==> src/rtl/board_input_store.sv <==
// board_input_store
// Debounces the four active-low move keys into a one-hot direction command
// (one command per press, no auto-repeat) and holds the 16-tile board that is
// loaded from the game controller.
// Optional feature macro: MAX_TILE_EN adds a registered max_tile output that
// tracks the largest tile exponent currently on the board.
module board_input_store #(
    parameter logic [15:0] DEBOUNCE_CYCLES = 16'd50000,
    parameter logic [7:0]  DIR_HOLD        = 8'd16
) (
    input  logic        clock,
    input  logic        reset_n,
    input  logic        start,
    input  logic [3:0]  key_n,
    input  logic        update,
    input  logic [63:0] newvalues,
    output logic [63:0] oldvalues,
    output logic [3:0]  direction,
    output logic        busy,
    output logic [15:0] moves
`ifdef MAX_TILE_EN
    ,
    output logic [3:0]  max_tile
`endif
);

    typedef enum logic [1:0] {
        IDLE    = 2'd0,
        HOLD    = 2'd1,
        RELEASE = 2'd2
    } state_t;

    // reset and new-game share the same clearing effect
    logic clear;
    assign clear = !reset_n || start;

    logic [3:0]  sync1_reg;
    logic [3:0]  sync2_reg;
    logic [3:0]  pressed_sync;
    logic [3:0]  accepted;
    logic [3:0]  accepted_prev_reg;
    logic [3:0]  rise;
    logic        single_key;
    state_t      state_reg;
    logic [7:0]  hold_cnt_reg;
    logic [3:0]  direction_reg;
    logic        busy_reg;
    logic [15:0] moves_reg;
    logic [63:0] board_reg;

    // two-flop synchroniser on the raw buttons; idle level is released (1)
    always_ff @(posedge clock) begin
        if (clear) begin
            sync1_reg <= 4'hF;
            sync2_reg <= 4'hF;
        end else begin
            sync1_reg <= key_n;
            sync2_reg <= sync1_reg;
        end
    end

    assign pressed_sync = ~sync2_reg;

    // one debounce counter per key; the accepted level only flips after the
    // synced level has disagreed with it for DEBOUNCE_CYCLES samples in a row
    generate
        for (genvar gi = 0; gi < 4; gi++) begin : g_debounce
            logic [15:0] cnt_reg;
            logic        level_reg;

            // count consecutive disagreeing samples, flip the level when full
            always_ff @(posedge clock) begin
                if (clear) begin
                    cnt_reg   <= 16'd0;
                    level_reg <= 1'b0;
                end else if (pressed_sync[gi] != level_reg) begin
                    if (cnt_reg == DEBOUNCE_CYCLES - 16'd1) begin
                        level_reg <= ~level_reg;
                        cnt_reg   <= 16'd0;
                    end else begin
                        cnt_reg <= cnt_reg + 16'd1;
                    end
                end else begin
                    cnt_reg <= 16'd0;
                end
            end

            assign accepted[gi] = level_reg;
        end
    endgenerate

    // previous accepted levels, used for press (rising edge) detection
    always_ff @(posedge clock) begin
        if (clear) begin
            accepted_prev_reg <= 4'h0;
        end else begin
            accepted_prev_reg <= accepted;
        end
    end

    assign rise       = accepted & ~accepted_prev_reg;
    // a press only counts as a move when it is the only key held
    assign single_key = (accepted != 4'h0) && ((accepted & (accepted - 4'd1)) == 4'h0);

    // command FSM: issue one command per single-key press, then wait for all keys up
    always_ff @(posedge clock) begin
        if (clear) begin
            state_reg     <= IDLE;
            hold_cnt_reg  <= 8'd0;
            direction_reg <= 4'h0;
            busy_reg      <= 1'b0;
            moves_reg     <= 16'd0;
        end else begin
            case (state_reg)
                IDLE: begin
                    direction_reg <= 4'h0;
                    if (rise != 4'h0) begin
                        busy_reg <= 1'b1;
                        if (single_key) begin
                            state_reg     <= HOLD;
                            hold_cnt_reg  <= 8'd0;
                            direction_reg <= accepted;
                            moves_reg     <= moves_reg + 16'd1;
                        end else begin
                            state_reg <= RELEASE;
                        end
                    end
                end
                HOLD: begin
                    if (hold_cnt_reg == DIR_HOLD - 8'd1) begin
                        direction_reg <= 4'h0;
                        state_reg     <= RELEASE;
                    end else begin
                        hold_cnt_reg <= hold_cnt_reg + 8'd1;
                    end
                end
                RELEASE: begin
                    direction_reg <= 4'h0;
                    if (accepted == 4'h0) begin
                        state_reg <= IDLE;
                        busy_reg  <= 1'b0;
                    end
                end
                default: begin
                    state_reg     <= IDLE;
                    direction_reg <= 4'h0;
                    busy_reg      <= 1'b0;
                end
            endcase
        end
    end

    // board register: new game clears it, otherwise load on update
    always_ff @(posedge clock) begin
        if (clear) begin
            board_reg <= 64'h0;
        end else if (update) begin
            board_reg <= newvalues;
        end
    end

    assign oldvalues = board_reg;
    assign direction = direction_reg;
    assign busy      = busy_reg;
    assign moves     = moves_reg;

`ifdef MAX_TILE_EN
    logic [3:0] max_tile_next;
    logic [3:0] max_tile_reg;

    // largest exponent over the currently held board
    always_comb begin
        max_tile_next = 4'h0;
        for (int i = 0; i < 16; i++) begin
            if (board_reg[i*4 +: 4] > max_tile_next) begin
                max_tile_next = board_reg[i*4 +: 4];
            end
        end
    end

    // register the maximum so it follows a load by one cycle
    always_ff @(posedge clock) begin
        if (clear) begin
            max_tile_reg <= 4'h0;
        end else begin
            max_tile_reg <= max_tile_next;
        end
    end

    assign max_tile = max_tile_reg;
`endif

endmodule
==> config.mk <==
export PLATFORM = sky130hd
export DESIGN_NAME = board_input_store
export DESIGN_NICKNAME = d
export VERILOG_FILES = /design/src/rtl/board_input_store.sv
export SDC_FILE = /design/constraint.sdc
export NUM_CORES = 1
export LEC_CHECK = 0
export BUFFER_PORTS_ARGS = -buffer_cell sky130_fd_sc_hd__buf_4
export CAP_MARGIN = 15
export CORE_ASPECT_RATIO = 1.1
export CORE_UTILIZATION = 30
export DETAILED_ROUTE_END_ITERATION = 8
export PLACE_DENSITY_LB_ADDON = 0.3
export SKIP_LAST_GASP = 1
export SLEW_MARGIN = 10
export SYNTH_ARGS = -nofsm -noshare
export SYNTH_HDL_FRONTEND = slang
export SYNTH_SLANG_ARGS = --single-unit
==> constraint.sdc <==
create_clock -name clock -period 2.7 [get_ports clock]
set_clock_uncertainty 0.15 [all_clocks]
set_input_delay 0.54 -clock clock [delete_from_list [all_inputs] [get_ports clock]]
set_output_delay 0.54 -clock clock [all_outputs]
set_load 0.02 [all_outputs]
; Word level (Yosys, flattened, before mapping)
; Index checks and enable logic that the tools add are counted.
[totals]
register_bits = 175
wordCells = 90
input_bits = 72
[op_classes]
n_mux = 16
n_reduce_logical = 21
n_eq_ne = 16
bitwise_logic = 13
add_sub_neg = 7
[op_table]
columns = op, n
row1 = "adder 16 x 1 -> 16 bit, second input constant", 5
row2 = "== test 16 bit, second input constant", 4
row3 = two-way mux 8 bit, 3
row4 = one-hot mux 8 bit (2 select lines), 1
row5 = two-way mux 4 bit, 3
row6 = OR reduction 3 bit, 4
row7 = "inequality test 2 bit, second input constant", 5
row8 = NOT 1 bit, 9
row9 = AND reduction 3 bit, 3
row10 = "adder 8 x 1 -> 8 bit, second input constant", 1
row11 = bitwise AND 4 bit, 2
row12 = "== test 8 x 4 -> 1 bit, second input constant", 1
row13 = zero test 4 bit, 2
row14 = two-way mux 2 bit, 4
row15 = NOT 4 bit, 2
row16 = one-hot mux 4 bit (2 select lines), 1
row17 = AND reduction 2 bit, 4
row18 = nonzero test 4 bit, 2
row19 = one-hot mux 2 bit (3 select lines), 1
row20 = inequality test 1 bit, 4
row21 = AND reduction 4 bit, 1
row22 = "subtractor 4 x 1 -> 4 bit, second input constant", 1
row23 = one-hot mux 1 bit (3 select lines), 1
row24 = "== test 2 x 1 -> 1 bit, second input constant", 1
row25 = 7 further kinds, 8

; Depth between registers and ports, before layout
[logic_depth]
ltp_word = 7
mapped_depth = 7
mapped_depth_nobuf = 5

; Worst setup path before layout
; Ideal clock, no wire load.
[synth_path]
path_type = register to register
from = register moves_reg[0], in the netlist moves[0]
to = register moves_reg[10], in the netlist moves[10]
t_arrival_ns = 1.950
path_stages_with_launch = 7
synth_period_minus_slack_ns = 2.172
n_path_buf = 1
path_slack_ns = 0.528
required_time_ns = 2.478
path_cell_list = dfxtp_1 > ha_1 > nand3_1 > or4_1 > buf_1 > nor4b_1 > mux2i_1
[synth_between]
elab_chain_len = 1
[synth_rtl]
columns = item, line_no
row1 = from (decl), 48  ; logic [15:0] moves_reg;
row2 = from (signal assigned), 123  ; moves_reg <= moves_reg + 16'd1;
row3 = adder 16 x 1 -> 16 bit, 123
; Every way passes these cells.
; A chain may end at the register's enable or synchronous reset.

; Final worst setup path
; Same ends and word-level chain as after synthesis.

==> out/results.md <==
## Global routing
- **number of antenna violations at the first check in global routing** 0
- **Total GRT Usage** 13.6%
- **number of global-route vias before repair** 5147
- **GRT overflow** 0
- **first-pass GRT wire length** 26600 microns
- **maximum number of pins on one net before global-route repair** 62

## Timing
- **Post-Route Setup TNS** 0 ns
- **Tightest Pin Transition** 0.664 ns
- **count of final setup violators** 0
- **Final Critical Period** 2.20 ns
- **maximum operating frequency** 0.455 GHz
- **RSZ-0062 raised after global routing** no
- **count of final max-slew check failures** 0
- **share of the clock period used by the worst path** 81.4%
- **worst slew slack as a fraction of its limit** 55.3%
- **Hold Fails Final Rpt** 0

## Die
- **effective utilization at floorplan** 30.9%
- **width of the chip** 149 microns
- **core region area** 23100 sq um
- **# IOs** 157
- **die boundary height** 164 microns
- **full die area** 24400 sq um
- **std cell rows** 58

## Yosys
- **area share of the largest cell type after synthesis** 49.0%
- **post-synthesis instance total** 759
- **number of enable flip-flop cells after synthesis** 0
- **syn nets** 837
- **Seq/Total Area, Yosys** 49.0%
- **cell type with the highest aggregate area in the netlist** sky130_fd_sc_hd__dfxtp_1
- **mapped cell area** 7140 sq um
- **Main synth FF type** sky130_fd_sc_hd__dfxtp_1
- **Post-Synthesis Mean Instance Area** 9.41 sq um
- **proportion of register bits with asynchronous set or reset after synthesis** 0%
- **number of synthesis warnings** 0
- **biggest area contributors in the synthesized netlist** sky130_fd_sc_hd__dfxtp_1, sky130_fd_sc_hd__mux2i_1, sky130_fd_sc_hd__nor2_1
- **synthesis-stage register bit count** 175
- **count of different cell masters after synthesis** 47

## Cells and area
- **Inserted Diodes** 0
- **leading cell type in the layout, fill and taps excluded** sky130_fd_sc_hd__dfxtp_1
- **final cell area excluding filler cells** 9240 sq um
- **Layout Nets** 987
- **share of cells above drive strength 1** 23.1%
- **core occupancy in the finished layout** 39.9%
- **Post-Layout Cell Count** 1222
- **synth-to-layout area growth** 29.4%
- **most used cells in the layout excluding fill and tap cells** sky130_fd_sc_hd__dfxtp_1, sky130_fd_sc_hd__buf_4, sky130_fd_sc_hd__nor2_1

## Place
- **Placement Cell Area** 8660 sq um
- **HPWL after detailed placement** 11700 microns
- **routability congestion estimate from global placement** 0.767
- **# port buffers** 156
- **number of cells in the design after placement** 1189

## Routing
- **DR WL met3** 512 microns
- **WL met1** 7730 microns
- **ratio of routed vias to standard cells** 4.68
- **highest metal used** met4
- **total via count after detailed routing** 5723
- **met2 wire length** 8270 microns
- **Detailed Route WL** 16800 microns
- **DRC Markers** 0
- **post-detailed-route wirelength per cell** 13.7 microns
- **DRT antenna net count** 0
- **drt first-iter violations** 274
- **Pre-antenna DRT Iters** 4

## Min path
- **worst min-delay path class** input pin to register

## Clock network
- **number of clock sinks** 175
- **cts hold-fix bufs** 0
- **number of buffers added for setup after CTS** 0
- **Clock Latency Late Sink** 0.42 ns
- **largest buffer count on any clock path** 2
- **count of H-tree levels built during CTS** 4
- **cts repair resizes** 0
- **number of buffers added by the clock tree synthesis step** 17
- **CTS clock-pin slew for the worst setup and hold paths** 0.08 ns
- **TritonCTS clock tree** built
- **cell at the root of the clock tree** sky130_fd_sc_hd__clkbuf_16

## Critical path
- **maximum fanout encountered on the critical timing path** 6
- **Worst EP arrival** 2.40 ns
- **CP required** 2.90 ns
- **critical path launch point type** register
- **Worst Setup End Kind** register
- **CP Class** register to register

## Outcome
- **run status** complete, no violations

## Pwr
- **IR drop worst, VDD** 0.349 mV
- **ratio of total power to cell area** 580 nW/um^2
- **Pwr Total** 5.36 mW
- **Lkg Pwr** 3.61 nW

## Job
- **count of maximum capacitance violations** 0

-- worst paths after layout --
| path | startpoint | endpoint | slack (ns) | cells past startpoint |
|---|---|---|---|---|
| worst max-delay path | moves[0] | moves[10] | 0.50 | 5 |
| worst min-delay path | key_n[2] | sync1_reg[2] | 0.14 | 2 |
| worst max register to register | moves[0] | moves[10] | 0.50 | 5 |
| worst min register to register | sync1_reg[0] | sync2_reg[0] | 0.26 | 1 |
-- worst max-delay path, stage by stage (launching register included) --
cell and delay [ns]:
sky130_fd_sc_hd__dfxtp_1 0.41, sky130_fd_sc_hd__ha_1 0.22, sky130_fd_sc_hd__nand3_1 0.12, sky130_fd_sc_hd__or4_1 0.60, sky130_fd_sc_hd__nor4b_1 0.39, sky130_fd_sc_hd__mux2i_1 0.23
-- layer usage --
| layer | vias to the layer above | global-route usage (%) |
|---|---|---|
| met2 | 98 | 22.0 |
| met4 | 0 | 5.06 |
| met3 | 16 | 3.08 |
| met5 | - | 0 |
| li1 | 2965 | - |
| met1 | 2644 | 17.7 |
-- synthesized netlist by cell type (5+ instances only) --
master and number:
sky130_fd_sc_hd__and4_1 8, sky130_fd_sc_hd__or3_1 8, sky130_fd_sc_hd__o21ai_0 11, sky130_fd_sc_hd__nor4_1 14, sky130_fd_sc_hd__nand2_1 29, sky130_fd_sc_hd__and3_1 16, sky130_fd_sc_hd__inv_1 11, sky130_fd_sc_hd__nor3_1 13
sky130_fd_sc_hd__a21oi_1 24, sky130_fd_sc_hd__xnor2_1 28, sky130_fd_sc_hd__clkbuf_1 25, sky130_fd_sc_hd__dfxtp_1 175, sky130_fd_sc_hd__nand3_1 33, sky130_fd_sc_hd__nor2_1 135, sky130_fd_sc_hd__buf_2 7, sky130_fd_sc_hd__mux2i_1 71
sky130_fd_sc_hd__or4_1 10, sky130_fd_sc_hd__xor2_1 29, sky130_fd_sc_hd__ha_1 6, sky130_fd_sc_hd__nor4b_1 6, sky130_fd_sc_hd__o31ai_1 9, sky130_fd_sc_hd__nand4_1 25, sky130_fd_sc_hd__nor2b_1 5, sky130_fd_sc_hd__buf_1 5
sky130_fd_sc_hd__nand2b_1 16
-- report_power, final --
group / internal, mW / switching, mW
logic: 0.164 / 0.151
registers: 2.61 / 0.0173
clock network: 1.26 / 1.16
total: 4.04 / 1.32
-- metrics by stage --
| stage | hold WS (ns) | setup WS [ns] |
|---|---|---|
| global placement | 0.246 | 0.551 |
| finish | 0.139 | 0.502 |
| CTS | 0.123 | 0.460 |
| global route | 0.134 | 0.344 |
| floorplan | 0.236 | 0.528 |
| detailed placement | 0.244 | 0.489 |
-- cell type report --
type,count,area [sq um]
inverter,11,41.3
clock inverter,14,140
tap,300,375
clock buffer,18,439
sequential,175,3500
multi-input combinational,536,3460
fill,2331,13900
timing repair buffer,168,1280
-- cells by family (layout without fill, tap and decap cells) --
family          count (synthesis)  after routing  share of synthesized area, %
compound gates                 64             64                          6.10
xor+xnor                       57             57                          6.99
fa+ha+maj                       6              6                          1.05
buf+inv                        48            211                          2.64
flops                         175            175                          49.0
mux                            71             71                          9.95
simple gates                  338            338                          24.2
(Power assumes the default switching activity.)
